`src/rtl/mmcm_drp_ctrl.sv`:
```
// DRP read-modify-write initiator for MMCME2_ADV run-time retuning: hold MMCM in reset,
// RMW each register, release reset, wait for LOCKED. Define DRP_READBACK_EN to verify each write.
module mmcm_drp_ctrl #(
    parameter int RST_HOLD     = 4,
    parameter int DRDY_TIMEOUT = 64,
    parameter int LOCK_TIMEOUT = 65535
) (
    input  logic        clk,
    input  logic        reset_n,
    input  logic        req_valid,
    output logic        req_ready,
    input  logic [6:0]  req_addr,
    input  logic [15:0] req_data,
    input  logic [15:0] req_keep,
    input  logic        req_last,
    output logic        busy,
    output logic        done,
    output logic        err,
    output logic [6:0]  drp_daddr,
    output logic        drp_den,
    output logic        drp_dwe,
    output logic [15:0] drp_di,
    input  logic [15:0] drp_do,
    input  logic        drp_drdy,
    output logic        mmcm_rst,
    input  logic        mmcm_locked
);

    localparam int CNT_MAX = (LOCK_TIMEOUT > DRDY_TIMEOUT)
                           ? ((LOCK_TIMEOUT > RST_HOLD) ? LOCK_TIMEOUT : RST_HOLD)
                           : ((DRDY_TIMEOUT > RST_HOLD) ? DRDY_TIMEOUT : RST_HOLD);
    localparam int CNT_W = $clog2(CNT_MAX + 1);

    localparam logic [CNT_W-1:0] CNT_ONE   = CNT_W'(1);
    localparam logic [CNT_W-1:0] RST_LAST  = CNT_W'(RST_HOLD - 1);
    localparam logic [CNT_W-1:0] DRDY_LAST = CNT_W'(DRDY_TIMEOUT - 1);
    localparam logic [CNT_W-1:0] LOCK_LAST = CNT_W'(LOCK_TIMEOUT - 1);

    typedef enum logic [3:0] {
        ST_IDLE,
        ST_RST,
        ST_RD,
        ST_RD_W,
        ST_WR,
        ST_WR_W,
        ST_HOLD,
        ST_LOCK,
        ST_DONE
`ifdef DRP_READBACK_EN
        , ST_VF,
        ST_VF_W
`endif
    } state_t;

    state_t           state_q, state_d;
    logic [CNT_W-1:0] cnt_q, cnt_d;
    logic             err_q, err_d;
    logic [6:0]       addr_q;
    logic [15:0]      data_q, keep_q, new_q;
    logic             last_q;
    logic             den_raw, dwe_raw;
    logic             accept;

    assign accept    = req_valid && req_ready;
    assign err       = err_q;
    assign drp_daddr = addr_q;
    assign drp_di    = new_q;
    // DEN/DWE are gated so no access can be issued while reset is being sampled.
    assign drp_den   = den_raw && reset_n;
    assign drp_dwe   = dwe_raw && reset_n;

    always_ff @(posedge clk) begin
        // NOTE: non-blocking assignments so every register samples pre-edge values.
        if (!reset_n) begin
            state_q <= ST_IDLE;
            cnt_q   <= '0;
            err_q   <= 1'b0;
        end else begin
            state_q <= state_d;
            cnt_q   <= cnt_d;
            err_q   <= err_d;
        end
    end

    always_ff @(posedge clk) begin
        if (!reset_n) begin
            addr_q <= '0;
            data_q <= '0;
            keep_q <= '0;
            last_q <= 1'b0;
            new_q  <= '0;
        end else begin
            if (accept) begin
                addr_q <= req_addr;
                data_q <= req_data;
                keep_q <= req_keep;
                last_q <= req_last;
            end
            if (state_q == ST_RD_W && drp_drdy)
                new_q <= (drp_do & keep_q) | (data_q & ~keep_q);
        end
    end

    // Outputs are a pure function of state, so a timeout shows err and released reset together.
    always_comb begin
        req_ready = 1'b0;
        busy      = 1'b1;
        done      = 1'b0;
        den_raw   = 1'b0;
        dwe_raw   = 1'b0;
        mmcm_rst  = 1'b1;
        case (state_q)
            ST_IDLE: begin req_ready = 1'b1; busy = 1'b0; mmcm_rst = 1'b0; end
            ST_HOLD: req_ready = 1'b1;
            ST_RD:   den_raw = 1'b1;
            ST_WR:   begin den_raw = 1'b1; dwe_raw = 1'b1; end
`ifdef DRP_READBACK_EN
            ST_VF:   den_raw = 1'b1;
`endif
            ST_LOCK: mmcm_rst = 1'b0;
            ST_DONE: begin done = 1'b1; busy = 1'b0; mmcm_rst = 1'b0; end
            default: ;
        endcase
    end

    always_comb begin
        // NOTE: defaults first so every path assigns every signal and no latch is inferred.
        state_d = state_q;
        cnt_d   = cnt_q;
        err_d   = err_q;
        case (state_q)
            ST_IDLE: begin
                if (accept) begin
                    state_d = ST_RST;
                    cnt_d   = '0;
                    err_d   = 1'b0;
                end
            end
            ST_RST: begin
                if (cnt_q == RST_LAST) state_d = ST_RD;
                else                   cnt_d   = cnt_q + CNT_ONE;
            end
            // The DEN cycle is counted as cycle 0 of the DRDY window.
            ST_RD: begin
                state_d = ST_RD_W;
                cnt_d   = CNT_ONE;
            end
            ST_RD_W: begin
                if (drp_drdy)               state_d = ST_WR;
                else if (cnt_q == DRDY_LAST) begin
                    err_d   = 1'b1;
                    state_d = ST_IDLE;
                end else                    cnt_d = cnt_q + CNT_ONE;
            end
            ST_WR: begin
                state_d = ST_WR_W;
                cnt_d   = CNT_ONE;
            end
            ST_WR_W: begin
                if (drp_drdy) begin
`ifdef DRP_READBACK_EN
                    state_d = ST_VF;
`else
                    if (last_q) begin
                        state_d = ST_LOCK;
                        cnt_d   = '0;
                    end else begin
                        state_d = ST_HOLD;
                    end
`endif
                end else if (cnt_q == DRDY_LAST) begin
                    err_d   = 1'b1;
                    state_d = ST_IDLE;
                end else begin
                    cnt_d = cnt_q + CNT_ONE;
                end
            end
`ifdef DRP_READBACK_EN
            ST_VF: begin
                state_d = ST_VF_W;
                cnt_d   = CNT_ONE;
            end
            ST_VF_W: begin
                if (drp_drdy) begin
                    if (drp_do != new_q) begin
                        err_d   = 1'b1;
                        state_d = ST_IDLE;
                    end else if (last_q) begin
                        state_d = ST_LOCK;
                        cnt_d   = '0;
                    end else begin
                        state_d = ST_HOLD;
                    end
                end else if (cnt_q == DRDY_LAST) begin
                    err_d   = 1'b1;
                    state_d = ST_IDLE;
                end else begin
                    cnt_d = cnt_q + CNT_ONE;
                end
            end
`endif
            ST_HOLD: begin
                if (accept) state_d = ST_RD;
            end
            ST_LOCK: begin
                if (mmcm_locked)            state_d = ST_DONE;
                else if (cnt_q == LOCK_LAST) begin
                    err_d   = 1'b1;
                    state_d = ST_IDLE;
                end else                    cnt_d = cnt_q + CNT_ONE;
            end
            ST_DONE: state_d = ST_IDLE;
            default: state_d = ST_IDLE;
        endcase
    end

endmodule
```
`config.mk`:
```
export PLATFORM = sky130hd
export DESIGN_NAME = mmcm_drp_ctrl
export DESIGN_NICKNAME = d
export VERILOG_FILES = /design/src/rtl/mmcm_drp_ctrl.sv
export SDC_FILE = /design/constraint.sdc
export NUM_CORES = 1
export LEC_CHECK = 0
export BUFFER_PORTS_ARGS = -buffer_cell sky130_fd_sc_hd__buf_2
export CORE_ASPECT_RATIO = 1.25
export CORE_UTILIZATION = 53
export DETAILED_ROUTE_END_ITERATION = 8
export HOLD_SLACK_MARGIN = 0.03
export PLACE_DENSITY = 0.79
export SYNTH_ARGS = -nofsm -noshare
export SYNTH_HDL_FRONTEND = slang
export SYNTH_SLANG_ARGS = --single-unit
export TNS_END_PERCENT = 100
```
`constraint.sdc`:
```
create_clock -name clk -period 2.65 [get_ports clk]
set_clock_uncertainty 0.15 [all_clocks]
set_input_delay 0.1325 -clock clk [delete_from_list [all_inputs] [get_ports clk]]
set_output_delay 0.1325 -clock clk [all_outputs]
set_load 0.005 [all_outputs]
```
==> results.rst <==
.. list-table::
   :header-rows: 1

   * - Metric
     - Value
   * - Clock network fraction of total power
     - 22.6%
   * - Netlist area before placement
     - 3700 um2
   * - Clock latency of the later-clocked register in the worst-skew pair
     - between 0.3 and 0.4 ns
   * - Crit start category
     - flop
   * - Clk buf depth
     - 2
   * - Final worst-path cycle share
     - 90.1%
   * - # resized after CTS
     - 0
   * - Largest voltage drop on the vdd net
     - 520 uV
   * - Overall die width
     - 76.7 um
   * - Antenna Violating Nets Remaining
     - 0
   * - Number of setup violations in the final report
     - 0
   * - Async S/R FF share, synth
     - 0%
   * - Hold Crit Class
     - input port to flop
   * - Maximum level of the CTS H-tree
     - 3
   * - Power per Cell Area
     - 777 nW/um2
   * - GP Congestion
     - 0.922
   * - Detailed-routing iteration count for the pre-antenna-repair pass
     - 7
   * - Diodes inserted
     - 0
   * - CORE AREA
     - 6650 um2
   * - Count of cell types in the netlist
     - 58
   * - I/O pin count
     - 91
   * - Number of hold-slack violations in the final timing report
     - 0
   * - Max-Slew Margin vs Limit
     - 39.3%
   * - Final WL
     - between 10000 and 15000 um
   * - TritonCTS Buffers
     - 9
   * - Port-buffer cells
     - 90
   * - # Max-Cap Violations
     - 0
   * - Pins over their slew limit
     - 0
   * - Number of fill cells in the layout
     - 428
   * - Critical path data required time
     - 2.73 ns
   * - Register bit count reported by yosys
     - 77
   * - Total Neg Setup Slack
     - 0 ns
   * - Most used DFF post-synth
     - sky130_fd_sc_hd__dfxtp_1
   * - DR iter-0 viols
     - between 400 and 500
   * - CP arrival
     - 2.47 ns
   * - Placed wire-length estimate
     - 6330 um
   * - Cells after Synth
     - 458
   * - Y dimension of the die
     - 95.4 um
   * - Area taken by flip-flops and latches
     - 1540 um2
   * - Effective utilization at floorplan
     - 55.6%
   * - Minimum clock period after layout
     - roughly 2.4 ns
   * - Endpoint type of the worst setup path
     - flop
   * - Crit Path Category
     - flop to flop
   * - Maximum fanout count along the critical path
     - 16
   * - Avg WL per Cell
     - between 15 and 20 um
   * - Placed Instance Area
     - between 4000 and 5000 um2
   * - Maximum number of pins on one net before global-route repair
     - 54
   * - Vias in the first global route
     - 4017
   * - Clock sinks
     - 77
   * - Number of warnings reported in the yosys synthesis log
     - 0
   * - Post-route cell area
     - approximately 4900 um2
   * - Seq pwr share
     - 40.4%
   * - Buffer count from post-CTS setup fixing
     - 0
   * - First-pass GRT wire length
     - 19500 um
   * - Switching portion of total power
     - 40.2%
   * - Via-per-instance ratio
     - about 6.1
   * - Internal Power
     - 2.29 mW
   * - CTS Root Cell
     - sky130_fd_sc_hd__clkbuf_8
   * - Antenna violations before repair
     - 0
   * - Status
     - completed
   * - Count of flip-flops with a built-in enable after synthesis
     - 0
   * - Logic pwr share
     - 37.0%
   * - Share of cells above drive strength 1
     - between 20% and 30%
   * - Utilization of the core after routing
     - 74.1%
   * - Aggregate global-route resource usage
     - 34.3%
   * - Net Switching
     - approximately 1.5 mW
   * - Final net count
     - between 600 and 700
   * - DIE AREA
     - 7320 um2
   * - Routed vias
     - slightly above 4000
   * - Mean cell area of the mapped netlist
     - 8.07 um2
   * - Drc violations
     - 0
   * - Syn Nets
     - 522
   * - Area of the multi-input gates
     - 1960 um2
   * - Maximum clock frequency
     - 419 MHz
   * - Sequential share of the synthesized area
     - 41.7%
   * - TritonCTS clock tree
     - yes
   * - Total overflow reported by the global router
     - 0
   * - Transition time at the pin with the least slew margin
     - 0.909 ns
   * - Area growth syn-to-layout
     - 33.2%
   * - Site Rows
     - 33
   * - Worst-case hold slack
     - 0.0659 ns
   * - RSZ-0062 raised after global routing
     - no
   * - Post-CTS clock slew at the launch and capture registers of the worst setup and hold paths
     - approximately 0.09 ns
   * - Leakage
     - around 2.0 nW
[cell families after synthesis]
family	after synthesis	synth area share, %
fa+ha+maj	4	1.29
xor+xnor	2	0.474
buf+inv	46	5.38
mux	16	4.33
simple gates	194	24.7
flops	77	41.7
compound gates	119	22.1
[power groups by stage]
stage	registers [mW]	logic [mW]	clock network [mW]
after floorplan	1.47	0.975	0
after global placement	1.54	1.25	0
after detailed placement	1.55	1.28	0
after CTS	1.52	1.35	0.873
after global routing	1.57	1.55	0.922
final	1.55	1.41	0.865
[per-layer routing]
| metal | part of all wire [%] | GRT usage, % | up-vias |
|---|---|---|---|
| met5 | 0 | 2.14 | - |
| met1 | 37 | 38.1 | 1922 |
| met3 | 7.6 | 6.32 | 62 |
| met4 | 5.3 | 22.9 | 0 |
| li1 | - | - | 1901 |
| met2 | 50 | 60.0 | 252 |
[what timing repair did]
action / 4_1_cts / 5_1_grt
endpoints found under the hold margin: 57 / 0
endpoints found under the setup margin: 0 / 0
hold buffers: 57 / 0
[cells in the mapped netlist (all sizes together) (2+ instances only)]
master | n | area, um2
o21a | 4 | 30.0
inv | 10 | 37.5
or4 | 2 | 18.8
a31oi | 3 | 18.8
mux2i | 16 | 160
and4 | 4 | 36.3
a32oi | 2 | 17.5
nand2 | 93 | 349
nand2b | 6 | 37.5
o41ai | 2 | 17.5
a21oi | 50 | 250
clkbuf | 24 | 91.3
xnor2 | 2 | 17.5
and2 | 2 | 12.5
a21o | 2 | 15.0
dfxtp | 77 | 1540
nand4 | 9 | 56.3
nor3 | 14 | 70.1
ha | 3 | 37.5
o21ai | 4 | 20.0
a32o | 3 | 31.3
nor2 | 40 | 150
a211o | 2 | 17.5
nor4 | 5 | 67.6
o221a | 7 | 78.8
nand3 | 11 | 60.1
buf | 12 | 70.1
o31ai | 8 | 60.1
a211oi | 19 | 143
o311ai | 4 | 35.0
and3 | 4 | 26.3
[cell type report]
type	count	share of cell area, %
Tap cell	87	2.21
Inverter	10	0.762
Clock buffer	10	2.79
Multi-Input combinational cell	335	39.8
Clock inverter	6	1.07
Timing Repair Buffer	156	22.1
Sequential cell	77	31.3
[layout by cell type (no fill, tap or decap), types with 4 or more instances in the layout]
cell                            instances
sky130_fd_sc_hd__dlygate4sd3_1         57
sky130_fd_sc_hd__clkbuf_8              10
sky130_fd_sc_hd__nor3_1                14
sky130_fd_sc_hd__mux2i_1               16
sky130_fd_sc_hd__o221a_2                7
sky130_fd_sc_hd__inv_1                  9
sky130_fd_sc_hd__a21oi_1               50
sky130_fd_sc_hd__nand3_1               10
sky130_fd_sc_hd__buf_2                 90
sky130_fd_sc_hd__dfxtp_1               77
sky130_fd_sc_hd__nor2_1                39
sky130_fd_sc_hd__o31ai_1                8
sky130_fd_sc_hd__o21a_1                 4
sky130_fd_sc_hd__o311ai_0               4
sky130_fd_sc_hd__buf_4                  9
sky130_fd_sc_hd__nand4_1                9
sky130_fd_sc_hd__nand2b_1               6
sky130_fd_sc_hd__nand2_1               93
sky130_fd_sc_hd__a211oi_1              19
[sequential cells by signal, indices dropped and copies added, names as in the netlist]
| signal | count |
|---|---|
| cnt_q | 16 |
| data_q | 16 |
| drp_daddr | 7 |
| drp_di | 16 |
| err | 1 |
| keep_q | 16 |
| last_q | 1 |
| state_q | 4 |
[critical path, cell delays in order, from the launching register on]
cell and delay (ns):
sky130_fd_sc_hd__dfxtp_1 0.63, sky130_fd_sc_hd__nand2b_1 0.22, sky130_fd_sc_hd__o21a_1 0.24, sky130_fd_sc_hd__o221ai_2 0.59, sky130_fd_sc_hd__nor3_1 0.17, sky130_fd_sc_hd__a22o_1 0.27
[through the flow]
| step | power (mW) | std cells | setup slack [ns] |
|---|---|---|---|
| 2_1_floorplan | 2.44 | 458 | 0.590 |
| 3_3_place_gp | 2.79 | 608 | 0.416 |
| 3_5_place_dp | 2.83 | 608 | 0.333 |
| 4_1_cts | 3.74 | 681 | 0.298 |
| 5_1_grt | 4.04 | 681 | 0.127 |
| 6_report | 3.83 | 681 | 0.264 |
[final timing paths]
| kind | start | to | slack [ns] | cells after the start |
|---|---|---|---|---|
| worst max-delay path | state_q[2] | cnt_q[2] | 0.26 | 5 |
| worst min-delay path | drp_drdy | state_q[2] | 0.07 | 4 |
| worst max register to register | state_q[2] | cnt_q[2] | 0.26 | 5 |
| worst min register to register | data_q[9] | data_q[9] | 0.31 | 2 |
(Power assumes the default switching activity.)
